`config.mk`:
```
export PLATFORM = sky130hd
export DESIGN_NAME = r2r_conversion_controller
export DESIGN_NICKNAME = d
export VERILOG_FILES = /design/src/rtl/r2r_conversion_controller.sv
export SDC_FILE = /design/constraint.sdc
export NUM_CORES = 1
export LEC_CHECK = 0
export CORE_MARGIN = 2
export CORE_UTILIZATION = 40
export CTS_CLUSTER_SIZE = 16
export DETAILED_ROUTE_END_ITERATION = 10
export PLACE_DENSITY = 0.68
export RECOVER_POWER = 25
export SLEW_MARGIN = 15
export SYNTH_ARGS = -nofsm -noshare
export SYNTH_HDL_FRONTEND = slang
export SYNTH_SLANG_ARGS = --single-unit
```
`constraint.sdc`:
```
create_clock -name clk -period 1.75 [get_ports clk]
set_input_delay 0.525 -clock clk [delete_from_list [all_inputs] [get_ports clk]]
set_output_delay 0.525 -clock clk [all_outputs]
set_load 0.005 [all_outputs]
```
`src/rtl/r2r_conversion_controller.sv`:
```
// Sequences one 8-bit R2R-ladder conversion (SAR or linear ramp): drives the ladder code,
// waits a settle time per step, samples the synchronized comparator and builds the result.
module r2r_conversion_controller #(
  parameter int SETTLE_CYCLES = 6250,
  parameter int SYNC_STAGES   = 2
) (
  input  logic       clk,
  input  logic       reset,
  input  logic       start,
  input  logic       algorithm_sel,
  input  logic       continuous,
  input  logic       comp_r2r,
  output logic [7:0] R2R_out,
  output logic [7:0] result,
  output logic       valid,
  output logic       busy
);

  localparam int CNT_W = (SETTLE_CYCLES > 2) ? $clog2(SETTLE_CYCLES) : 1;
  localparam logic [CNT_W-1:0] CNT_LAST = CNT_W'(SETTLE_CYCLES - 1);

  typedef enum logic [1:0] {
    IDLE,
    SETTLE,
    DONE
  } state_t;

  state_t                 state;
  state_t                 state_nxt;
  logic [SYNC_STAGES-1:0] sync_q;
  logic                   comp_s;
  logic                   alg;
  logic [2:0]             bit_idx;
  logic [CNT_W-1:0]       step_cnt;
  logic                   accept;
  logic                   step_end;
  logic                   sar_last;
  logic                   ramp_last;
  logic                   conv_last;
  logic [7:0]             sar_code;
  logic [7:0]             ramp_result;

  // The comparator is asynchronous to clk; only the last synchronizer stage is ever used.
  always_ff @(posedge clk) begin
    if (reset) begin
      sync_q <= '0;
    end else begin
      sync_q[0] <= comp_r2r;
      for (int i = 1; i < SYNC_STAGES; i++) begin
        sync_q[i] <= sync_q[i-1];
      end
    end
  end

  assign comp_s = sync_q[SYNC_STAGES-1];

  always_ff @(posedge clk) begin
    if (reset) begin
      state <= IDLE;
    end else begin
      state <= state_nxt;
    end
  end

  always_comb begin
    sar_code = R2R_out;
    if (!comp_s) begin
      sar_code[bit_idx] = 1'b0;
    end
    if (bit_idx != 3'd0) begin
      sar_code[bit_idx - 3'd1] = 1'b1;
    end
    sar_last    = (bit_idx == 3'd0);
    ramp_last   = !comp_s || (R2R_out == 8'hFF);
    // A ramp that stops on a low comparator reports the last code that was still below Vin.
    ramp_result = !comp_s ? ((R2R_out == 8'h00) ? 8'h00 : R2R_out - 8'd1) : 8'hFF;
    conv_last   = alg ? ramp_last : sar_last;
    step_end    = (state == SETTLE) && (step_cnt == CNT_LAST);
    accept      = ((state == IDLE) && start) || ((state == DONE) && continuous);

    state_nxt = state;
    case (state)
      IDLE:    if (start) state_nxt = SETTLE;
      SETTLE:  if (step_end && conv_last) state_nxt = DONE;
      DONE:    state_nxt = continuous ? SETTLE : IDLE;
      default: state_nxt = IDLE;
    endcase
  end

  always_comb begin
    valid = (state == DONE);
    busy  = (state != IDLE);
  end

  always_ff @(posedge clk) begin
    if (reset) begin
      R2R_out  <= 8'h00;
      result   <= 8'h00;
      alg      <= 1'b0;
      bit_idx  <= 3'd0;
      step_cnt <= '0;
    end else if (accept) begin
      alg      <= algorithm_sel;
      R2R_out  <= algorithm_sel ? 8'h00 : 8'h80;
      bit_idx  <= 3'd7;
      step_cnt <= '0;
    end else if (state == SETTLE) begin
      if (step_end) begin
        step_cnt <= '0;
        if (alg) begin
          if (ramp_last) begin
            result <= ramp_result;
          end else begin
            R2R_out <= R2R_out + 8'd1;
          end
        end else begin
          R2R_out <= sar_code;
          if (sar_last) begin
            result <= sar_code;
          end else begin
            bit_idx <= bit_idx - 3'd1;
          end
        end
      end else begin
        step_cnt <= step_cnt + 1'b1;
      end
    end
  end

endmodule
```
# Yosys cells after proc, flatten, opt, wreduce, memory -nomap -nowiden
# Index checks and enable logic that the tools add are counted.
# totals
register_bits	37
latch_bits	0
ramBits	0
rom_bits	0
wordCells	79
memories	0
# op_classes
n_addsub	4
mul	0
div	0
order_cmp	4
eq_ne	10
shift	0
muxes	28
bitwise_logic	4
n_reduce_logical	22
# ops
operator	n
$mux W8	13
$mux W3	5
$add A13 B1 Y13 const B	1
$eq A13 B13 Y1 const B	1
$mux W13	1
$add A8 B1 Y8 const B	1
$and A8 B8 Y8	1
$eq A8 B8 Y1 const B	1
$logic_not A8 Y1	1
$lt A3 B4 Y1 const B	2
$not A8 Y8	1
$or A8 B8 Y8	1
$reduce_bool A2 Y1	4
$sub A8 B1 Y8 const B	1
$demux W1 S3	2
$ge A3 B1 Y1 const B	2
$logic_and A1 B1 Y1	6
$ne A2 B1 Y1 const B	3
$pmux W2 S3	1
$reduce_and A5 Y1	1
$mux W1	4
$mux W2	2
$ne A2 B2 Y1 const B	2
$reduce_and A4 Y1	1
13 further kinds	14

# Logic depth before layout (Yosys ltp)
# Gate-level depths: netlist (run 1).
# depth
ltp_word	13
mapped_depth	8
mapped_depth_nobuf	7

# Least setup slack after synthesis (run 1)
# No wires, ideal clock.
# synth_path
path_kind	register to register
start	register bit_idx[0]
end	register R2R_out[7]
t_arrival_ns	1.777
t_required_ns	1.664
path_slack_ns	-0.113
path_stages_with_launch	8
path_buffers	0
synth_period_minus_slack_ns	1.863
cell_sequence	dfxtp_1 > inv_1 > ha_1 > or3b_1 > o21ai_0 > a221oi_1 > a211o_1 > a221oi_2
# synth_via
elab_chain_len	13
elab_cells_between_ends	21
cone_classes	add/sub: 1; order compare: 4; mux: 10; bitwise: 3; reduce/logical: 3
# synth_lines
item	line	source
start, declared	33	logic [2:0] bit_idx;
start signal, assigned	121	bit_idx <= bit_idx - 3'd1;
branches (longest 8 deep; another with $lt A3 B4 Y1)	-	
$mux W8 *	70	if (bit_idx != 3'd0) begin
$mux W8 *	110	if (alg) begin
$mux W8 *	108	if (step_end) begin
$mux W8 *	107	end else if (state == SETTLE) begin
$mux W8 *	102	end else if (accept) begin
end signal, assigned	104	R2R_out <= algorithm_sel ? 8'h00 : 8'h80;
end signal, assigned	114	R2R_out <= R2R_out + 8'd1;
end signal, assigned	117	R2R_out <= sar_code;
end, declared	13	output logic [7:0] R2R_out,
# Every way passes the cells marked *. The select of a mux whose other input is x is not followed.
# A chain may end at the register's enable or synchronous reset.

# Worst setup path after layout (run 1)
# layout_path
start	register step_cnt[0]
end	register R2R_out[7]
# layout_via
elab_chain_len	4
# layout_lines
item	line	source
start, declared	34	logic [CNT_W-1:0] step_cnt;
start signal, assigned	125	step_cnt <= step_cnt + 1'b1;
$eq A13 B13 Y1	78	step_end = (state == SETTLE) && (step_cnt == CNT_LAST);
$logic_and A1 B1 Y1	78	
$reduce_bool A2 Y1 (no line)	-	
$reduce_and A3 Y1 (no line)	-	
# Every way passes these cells.

==> results of run 1 <==
registers in the layout, indices dropped and copies added, names as in the netlist:
register  flops
alg           1
result        8
state         2
bit_idx       3
sync_q        2
R2R_out       8
step_cnt     13
per-stage QoR:
step           std cells  setup WS (ns)
2_1_floorplan        273       0.000325
3_3_place_gp         415        -0.0870
3_5_place_dp         415         -0.137
4_1_cts              433        -0.0808
5_1_grt              436         -0.145
6_report             436        -0.0711
cells in the final DEF (no fill, tap or decap), types with 4 or more instances in the layout:
cell             count
clkbuf_8             5
inv_2                4
nand2b_1             4
nand3_1              8
inv_1                7
dfxtp_2              7
dlygate4sd2_1        9
clkdlybuf4s50_1     12
a31oi_1              4
xor2_1               6
nor2_1              27
nand4_1              4
xnor2_1             11
nor3_1              10
buf_6                9
nor2b_1              7
buf_4               64
a21oi_1             12
o21ai_0              7
nand2_1             22
dfxtp_1             29
layer usage:
layer,GRT usage [%],part of all wire [%],vias up
met3,5.75,6.7,16
met4,8.07,2.0,0
met5,0,0,-
met2,39.1,49,81
met1,28.2,43,1169
li1,-,-,1164
worst max-delay path: stages (launching register included):
cell and delay, ns:
dfxtp_2 0.37, ha_4 0.13, and4bb_2 0.22, nand4_1 0.12, buf_4 0.19, or2_4 0.26
a211o_1 0.24, a221oi_2 0.21
cell families (layout without fill, tap and decap cells):
| kind of cell | Yosys count | count (layout) | share of synthesized area (%) |
|---|---|---|---|
| xor gates and xnor gates | 17 | 17 | 6.70 |
| and+or+nand+nor | 116 | 117 | 27.2 |
| adders and majority gates | 7 | 7 | 3.94 |
| AOI/OAI and AO/OA | 67 | 67 | 22.2 |
| buffers and inverters | 27 | 117 | 5.69 |
| muxes | 2 | 2 | 0.901 |
| DFF | 37 | 37 | 33.3 |
layout make-up:
| cell class | count | area share (%) |
|---|---|---|
| sequential | 37 | 22.0 |
| clock inverter | 3 | 1.90 |
| inverter | 11 | 1.20 |
| timing repair buffer | 98 | 23.9 |
| tap | 72 | 2.63 |
| multi-input combinational | 210 | 46.4 |
| clock buffer | 5 | 2.01 |
power groups by stage:
stage	clock network (mW)	logic (mW)	registers (mW)
6_report	0.903	0.375	0.875
5_1_grt	0.950	0.403	0.877
3_5_place_dp	0	0.306	0.890
3_3_place_gp	0	0.300	0.890
4_1_cts	0.913	0.324	0.872
2_1_floorplan	0	0.167	0.888
how the worst max path moves through the flow:
stage / from / to / slack, ns
finish: step_cnt[0] / R2R_out[7] / -0.07
global placement: continuous / R2R_out[4] / -0.09
CTS: step_cnt[1] / bit_idx[2] / -0.08
floorplan: bit_idx[0] / R2R_out[7] / 0.0003
detailed placement: start / R2R_out[4] / -0.14
global route: step_cnt[1] / R2R_out[7] / -0.15
repair_timing:
item / 4_1_cts / 5_1_grt
gates resized for setup: 46 / 34
endpoints found under the setup margin: 23 / 33
gates cloned: 1 / 0
pin swaps: 8 / 14
hold buffers: 0 / 0
buffers inserted: 9 / 3
==> results_dict.tcl, run 1 <==
set metrics [dict create \
    outcome "finished, violations left" \
    violations "negative setup slack" \
    rr_endpoint "R2R_out[7]" \
    fin_crit_sh_pct 104 \
    multi_input_area_mm2 0.00159 \
    yosysMostFrequentCell "dfxtp_1" \
    synth_top_area_share_pct 33.3 \
    grt_pass1_wl_mm 11.2 \
    finalInstanceArea_mm2 0.00343 \
    num_io_pins 24 \
    power_frac_clock_pct 41.9 \
    synth_cell_types 60 \
    yosys_warnings 0 \
    tns_ns -0.144 \
    hpwl_mm 4.88 \
    comb_power_share_pct 17.4 \
    yosys.area.top_type "dfxtp_1" \
    p_int_mw 1.59 \
    power_mw 2.15 \
    fin_skew_ns 0.0119 \
    cts.sinks 37 \
    hold_depth 1 \
    place.port_buffers 23 \
    rsz0062_at_grt "yes" \
    grt_pass1_vias 2388 \
    drt_iter0_drc 175 \
    max_freq_mhz 549 \
    min_to "sync_q[1]" \
    antenna_found_initial 0 \
    ys.flop_type "dfxtp_1" \
    finalHoldViolations 0 \
    grt_max_degree 21 \
    initial_utilization_pct 40.9 \
    slew_viol_final 0 \
    cts_tree "yes" \
    worstPathRequired_ns 1.96 \
    syn_area_mm2 0.00222 \
    cts_inserted_buffers 5 \
    fp.dieH_um 78.5 \
    die-area_mm2 0.00617 \
    peakVddDrop_mv 0.361 \
    drc_errors 0 \
    gp_congestion 0.917 \
    yosys-top-cells-area "dfxtp_1 (33%), nor2_1 (5.2%), xnor2_1 (4.3%)" \
    syn_inst 273 \
    synth_nets 286 \
    via_per_inst 5.57 \
    clock_latency_ns 0.30 \
    drtAntennaViolNets 0 \
    syn_area_per_cell_um2 8.14 \
    ys_ff_latch 37 \
    tightest_slew_ns 0.436 \
    hp-class "flip-flop to flip-flop" \
    holdWs_ns 0.443 \
    synthToLayoutAreaGrowth_pct 54.4 \
    r2r_start "step_cnt[0]" \
    setup_viol 6 \
    worst-endpoint-arrival_ns 2.03 \
    crit_fanout 5 \
    synth_edf_count 0 \
    path_clk_slew_ns 0.08 \
    p_leak_nw 1.40 \
    vias 2430 \
    synth-seq-area-share_pct 33.3 \
    ys_top_cells_by_count "dfxtp_1 (37), nor2_1 (31), nand2_1 (22)" \
    die_w_um 78.5 \
    drv_cap 0 \
    grt-ovfl-total 0 \
    final_core_util_pct 63.1 \
    async_flop_share_pct 0 \
    cp-end-kind "flip-flop" \
    slew_headroom_pct 71.0 \
    timing.final.ws_setup_ns -0.0711 \
    htreeDepth 2 \
    drt_wl_total_mm 7.19 \
    reg2reg_depth 7 \
    wl_per_cell_um 16.5 \
    rrSetupSlack_ns -0.07 \
    nFillCells 463 \
    dr.pass1.iters 4 \
    area.sequential_um2 753 \
    power_density_mw_per_mm2 628 \
    seq_power_share_pct 40.7 \
    worstSetupPathType "flip-flop to flip-flop" \
    rows 27 \
    holdCritStartpoint "sync_q[0]" \
    num_antenna_cells 0 \
    final_nets 376 \
    min_period_ns 1.82 \
    p_switching_uw 564 \
    critPathLaunchType "flip-flop" \
    clockBufferDepth 2 \
    swShare_pct 26.2 \
    placed_cell_area_mm2 0.00295 \
    drive_above_1_share_pct 38.2 \
    grt_usage_pct 23.0 \
    root_buffer "clkbuf_8" \
    core_mm2 0.00544 \
]
(Power assumes the default switching activity.)
==> run 2, diff against run 1 <==
==> constraint.sdc (replaced) <==
create_clock -name clk -period 1.75 [get_ports clk]
set_input_delay 0.35 -clock clk [delete_from_list [all_inputs] [get_ports clk]]
set_output_delay 0.35 -clock clk [all_outputs]
set_load 0.005 [all_outputs]
==> run 2 against run 1 <==
Effect of this change:
- the flow still finishes with violations (negative setup slack)
- sequential share of layout area grew 0.66 points
- critical path depth up 1
- setup slack improved by 0.021 ns
- worst hold slack better by 0.0033 ns
- first-iteration DRC count down 5.7%
- combinational power decreased by 2%
- core utilization decreased by 2.5 points
- via count is 3.4% lower
- critical path type unchanged
- highest routed layer unchanged
==> results_dict.tcl, run 2 (synthesized netlist as in run 1, its figures left out) <==
set metrics [dict create \
    outcome "finished, violations left" \
    violations "negative setup slack" \
    rsz0062_at_grt "yes" \
    critPathTopFamily "compound AO/OA/AOI/OAI gates" \
    path_clk_slew_ns 0.08 \
    wl_per_cell_um 15.8 \
    fin_crit_sh_pct 103 \
    grt_max_degree 21 \
    cp-end-kind "flip-flop" \
    setup_viol 8 \
    routed.top_layer "met4" \
    clockBufferDepth 2 \
    area.sequential_um2 746 \
    root_buffer "clkbuf_8" \
    final_common_cell "buf_4" \
    route.met2.wl_mm 3.15 \
    initial_utilization_pct 40.9 \
    fin_cells 422 \
    grt_pass1_vias 2231 \
    via_per_inst 5.56 \
    cts.sinks 37 \
    die_w_um 78.5 \
    comb_power_share_pct 17.1 \
    top_regs "step_cnt: 13 flops, R2R_out: 8 flops, result: 8 flops" \
    largest_reg_flops 13 \
    slew_viol_final 0 \
    nFillCells 446 \
    holdWs_ns 0.447 \
    crit_buf_inv 2 \
    placed_cell_area_mm2 0.00289 \
    slew_headroom_pct 65.6 \
    hpwl_mm 4.66 \
    grt-ovfl-total 0 \
    drv_cap 0 \
    core_mm2 0.00544 \
    multi_input_area_mm2 0.00156 \
    p_int_mw 1.59 \
    dp.cells 408 \
    reg2reg_depth 8 \
    wl_met3_um 455 \
    worst-endpoint-arrival_ns 2.03 \
    cp_slowest_stage_delay_ns 0.34 \
    vias 2348 \
    rows 27 \
    tns_ns -0.156 \
    final_nets 362 \
    grt_usage_pct 21.4 \
    cpMaxStageDelayCell "dfxtp_2" \
    timing.final.ws_setup_ns -0.0498 \
    swShare_pct 26.0 \
    worstPathRequired_ns 1.98 \
    ctsHoldBuffers 0 \
    cts_inserted_buffers 5 \
    synthToLayoutAreaGrowth_pct 48.4 \
    cp.depth 8 \
    num_io_pins 24 \
    power_density_mw_per_mm2 652 \
    tightest_slew_ns 0.516 \
    min_period_ns 1.80 \
    worstSetupPathType "flip-flop to flip-flop" \
    antenna_found_initial 0 \
    seq_power_share_pct 40.6 \
    grt_pass1_wl_mm 10.6 \
    critPathLaunchType "flip-flop" \
    hp-class "flip-flop to flip-flop" \
    cts_tree "yes" \
    num_antenna_cells 0 \
    place.port_buffers 23 \
    drtAntennaViolNets 0 \
    drive_above_1_share_pct 34.6 \
    clock_latency_ns 0.30 \
    crit_fanout 4 \
    hold_depth 1 \
    wl_met1_mm 2.84 \
    dr.pass1.iters 4 \
    peakVddDrop_mv 0.336 \
    layout_common_cells "buf_4 (55), dfxtp_1 (33), nor2_1 (29), nand2_1 (21), clkdlybuf4s50_1 (15)" \
    drt_wl_total_mm 6.68 \
    finalHoldViolations 0 \
    fp.dieH_um 78.5 \
    drc_errors 0 \
    fin_skew_ns 0.00971 \
    gp_congestion 0.945 \
    drt_iter0_drc 165 \
    p_switching_uw 558 \
    power_frac_clock_pct 42.3 \
    p_leak_nw 1.27 \
    worstPathCellList "inv_2 > ha_2 > buf_4 > nor3_2 > a21o_1 > a31oi_4 > a211o_1 > a21oi_2" \
    max_freq_mhz 556 \
    die-area_mm2 0.00617 \
    htreeDepth 2 \
    finalInstanceArea_mm2 0.00330 \
    largest-register "step_cnt" \
]
[run 2: cell count changes in the layout (fill, tap and decap cells not counted), sizes merged]
cell | previous run | this run
buf | 74 | 61
clkinv | 1 | 0
inv | 11 | 12
clkbuf | 7 | 6
dlygate4sd2 | 9 | 2
dlygate4sd3 | 1 | 5
dlymetal6s4s | 0 | 1
or2 | 5 | 4
clkdlybuf4s50 | 12 | 15
[run 2: cell type report]
class,instances,area share (%)
multi-input cells,209,47.4
clock buffers,5,2.09
clock inverters,3,2.09
repair buffers,85,21.7
well taps,72,2.73
inverters,11,1.40
flip-flops and latches,37,22.6
[run 2: metrics by stage]
stage / utilization [%] / setup slack, ns / total power [mW]
2_1_floorplan: - / 0.000325 / 1.05
3_3_place_gp: 53.1 / -0.0386 / 1.19
3_5_place_dp: 53.1 / -0.0975 / 1.20
4_1_cts: 57.5 / -0.0395 / 2.12
5_1_grt: 60.6 / -0.176 / 2.23
6_report: 60.6 / -0.0498 / 2.15
[run 2: final timing paths]
path	slack (ns)	startpoint	endpoint
max	-0.05	bit_idx[0]	R2R_out[0]
min	0.45	sync_q[0]	sync_q[1]
max reg2reg	-0.05	bit_idx[0]	R2R_out[0]
min reg2reg	0.45	sync_q[0]	sync_q[1]
[run 2: power by group through the flow]
stage	logic, mW	registers (mW)	clock network (mW)
after global placement	0.304	0.887	0
after detailed placement	0.307	0.888	0
after CTS	0.325	0.871	0.922
after floorplan	0.167	0.888	0
final	0.368	0.872	0.909
after global routing	0.393	0.875	0.963
[run 2: routing by layer]
| layer | GRT usage (%) | vias up |
|---|---|---|
| met3 | 3.45 | 27 |
| met2 | 35.0 | 102 |
| met1 | 28.6 | 1081 |
| met4 | 7.37 | 0 |
| li1 | - | 1138 |
| met5 | 0 | - |
[run 2: what timing repair did]
item                                    4_1_cts  5_1_grt
pin swaps                                     6       16
cloned                                        0        0
resized for setup                            25       35
buffers inserted                              3        3
endpoints found under the setup margin       14       25
==> run 3, diff against run 2 <==
Settings changed: ABC_AREA from default to 1, GPL_TIMING_DRIVEN from default to 0, PLACE_DENSITY 0.68 to 0.67.
==> run 3 against run 2 <==
Effect of this change:
- the flow now finishes without violations
- clock skew decreased by 0.0010 ns
- design area fell by 6.4%
- worst hold slack got worse by 0.032 ns
- combinational power is 14% lower
- count of clock-buffer cells in the layout rose by 2
- setup slack better by 0.12 ns
- synthesized cell count grew 55%
- flip-flop and latch count did not move
==> results_dict.tcl, run 3 <==
set metrics [dict create \
    synth-seq-area-share_pct 29.4 \
    power_frac_clock_pct 34.1 \
    ys_top_cells_by_count "nand2_1 (105), nor2_1 (82), inv_1 (47)" \
    rrSetupSlack_ns 0.09 \
    rows 28 \
    critPathLaunchType "flip-flop" \
    vias 2738 \
    min_period_ns 1.67 \
    drc_errors 0 \
    grt_max_degree 11 \
    synth_edf_count 0 \
    ys.flop_type "dfxtp_1" \
    worst-endpoint-arrival_ns 1.32 \
    fin_skew_ns 0.00866 \
    via_per_inst 5.11 \
    power_density_mw_per_mm2 587 \
    largest-register "step_cnt" \
    yosysMostFrequentCell "nand2_1" \
    grt_pass1_wl_mm 11.1 \
    htreeDepth 2 \
    wl_per_cell_um 12.4 \
    gp_congestion 1.04 \
    place.port_buffers 22 \
    cp-startpoint "R2R_out[7]" \
    p_leak_nw 1.26 \
    finalInstanceArea_mm2 0.00309 \
    swShare_pct 29.3 \
    yosys-top-cells-area "dfxtp_1 (29%), nand2_1 (16%), nor2_1 (12%)" \
    drv_cap 0 \
    slew_headroom_pct 66.1 \
    r2r_start "bit_idx[0]" \
    final_common_cell "nand2_1" \
    seq_power_share_pct 48.4 \
    synthToLayoutAreaGrowth_pct 22.3 \
    hp-class "flip-flop to flip-flop" \
    nFillCells 613 \
    max_freq_mhz 597 \
    path_clk_slew_ns 0.08 \
    worstSetupPathType "flip-flop to output pin" \
    drt_wl_total_mm 6.63 \
    top_regs "step_cnt: 13 flops, R2R_out: 8 flops, result: 8 flops" \
    num_antenna_cells 0 \
    ys_ff_latch 37 \
    p_int_mw 1.28 \
    cp.depth 1 \
    async_flop_share_pct 0 \
    hpwl_mm 4.84 \
    drive_above_1_share_pct 14.8 \
    placed_cell_area_mm2 0.00284 \
    cp_slowest_stage_delay_ns 0.56 \
    cpMaxStageDelayCell "clkdlybuf4s50_1" \
    setup_viol 0 \
    antenna_found_initial 0 \
    crit_fanout 8 \
    critPathCapture "R2R_out[7]" \
    syn_inst 423 \
    reg2reg_depth 12 \
    hold_depth 2 \
    syn_area_mm2 0.00252 \
    layout_common_cells "nand2_1 (100), nor2_1 (78), inv_1 (46), nand3_1 (37), dfxtp_1 (30)" \
    cts.sinks 37 \
    synth_top_area_share_pct 29.4 \
    drt_iter0_drc 257 \
    fin_crit_sh_pct 95.7 \
    dr.pass1.iters 5 \
    comb_power_share_pct 17.5 \
    crit_buf_inv 1 \
    peakVddDrop_mv 0.338 \
    clockBufferDepth 2 \
    initial_utilization_pct 42.1 \
    yosys_warnings 0 \
    rr_endpoint "R2R_out[6]" \
    grt-ovfl-total 0 \
    ctsHoldBuffers 0 \
    yosys.area.top_type "dfxtp_1" \
    cts_tree "yes" \
    slew_viol_final 0 \
    core_mm2 0.00599 \
    final_nets 474 \
    syn_area_per_cell_um2 5.96 \
    tightest_slew_ns 0.508 \
    cts_inserted_buffers 5 \
    fin_cells 536 \
    num_io_pins 24 \
    fp.dieH_um 83.4 \
    p_switching_uw 531 \
    grt_pass1_vias 2443 \
    dp.cells 520 \
    critPathTopFamily "buffers and inverters" \
    outcome "completed" \
    largest_reg_flops 13 \
    synth_cell_types 29 \
    die-area_mm2 0.00696 \
    cp-end-kind "output pin" \
    die_w_um 83.4 \
    grt_usage_pct 19.1 \
    worstPathRequired_ns 1.40 \
    holdWs_ns 0.415 \
    clock_latency_ns 0.29 \
    root_buffer "clkbuf_8" \
    finalHoldViolations 0 \
    synth_nets 436 \
    worstPathCellList "clkdlybuf4s50_1" \
    drtAntennaViolNets 0 \
]
[run 3: changes by cell type after synthesis, moves of 10 or more]
cell and delta:
nand2_1 +83, nor2_1 +51, inv_1 +36, nand3_1 +26, a21oi_1 +14, o21ai_0 +11, xnor2_1 -10
[run 3: worst register-to-register path, delay by kind of cell, from the launching register on]
family | cells | cell delay (ns)
AND/OR/NAND/NOR | 8 | 0.68
flip-flops | 1 | 0.37
buffers and inverters | 3 | 0.31
adder cells (fa/ha/maj) | 1 | 0.18
[run 3: logic make-up (layout without fill, tap and decap cells)]
| group | after synthesis | in the layout | synth area share (%) |
|---|---|---|---|
| XOR/XNOR | 1 | 1 | 0.347 |
| AND/OR/NAND/NOR | 260 | 260 | 45.6 |
| flip-flops | 37 | 37 | 29.4 |
| AO/OA/AOI/OAI | 52 | 52 | 10.6 |
| adder cells (fa/ha/maj) | 7 | 7 | 3.47 |
| buffers and inverters | 66 | 104 | 10.6 |
[run 3: final cells by class]
class | instances | area (um^2) | area share (%)
buffer | 11 | 58.8 | 1.91
clock buffer | 7 | 86.3 | 2.80
multi-input combinational | 320 | 1580 | 51.3
sequential | 37 | 762 | 24.7
tap | 75 | 93.8 | 3.04
timing repair buffer | 31 | 288 | 9.33
inverter | 55 | 214 | 6.93
[run 3: repair_timing]
action                                  CTS  global route
pin swaps                                 0             6
setup buffers                             0             9
endpoints found under the setup margin    6            21
gates resized for setup                   5            31
endpoints found under the hold margin     0             0
[run 3: power groups by stage]
stage	logic, mW	registers [mW]	clock network [mW]
after floorplan	0.187	0.892	0
after global placement	0.256	0.899	0
after detailed placement	0.257	0.898	0
after CTS	0.261	0.880	0.643
after global routing	0.353	0.880	0.660
final	0.316	0.877	0.618
[run 3: how the worst min path moves through the flow]
stage               slack (ns)        end  startpoint
detailed placement        0.40  sync_q[1]   sync_q[0]
CTS                       0.41  sync_q[1]   sync_q[0]
global route              0.44  sync_q[1]   sync_q[0]
finish                    0.41  sync_q[1]   sync_q[0]
floorplan                 0.39  sync_q[1]   sync_q[0]
global placement          0.39  sync_q[1]   sync_q[0]
[run 3: per-stage QoR]
step	power (mW)	setup WS, ns	TNS (ns)	utilization, %
after floorplan	1.08	0.266	0	-
after global routing	1.89	-0.0366	-0.0865	51.5
final	1.81	0.0751	0	51.5
after CTS	1.78	0.0230	0	49.0
after detailed placement	1.16	-0.0882	-0.491	47.3
after global placement	1.15	-0.0975	-0.508	47.3
[run 3: routing by layer]
metal / share of wire [%] / global-route usage [%] / wire length (um) / vias up
met5: 0 / 0 / 0 / -
met1: 48 / 27.8 / 3220 / 1218
li1: - / - / - / 1416
met4: 1.8 / 5.43 / 119 / 0
met2: 42 / 29.3 / 2800 / 90
met3: 7.5 / 2.58 / 499 / 14
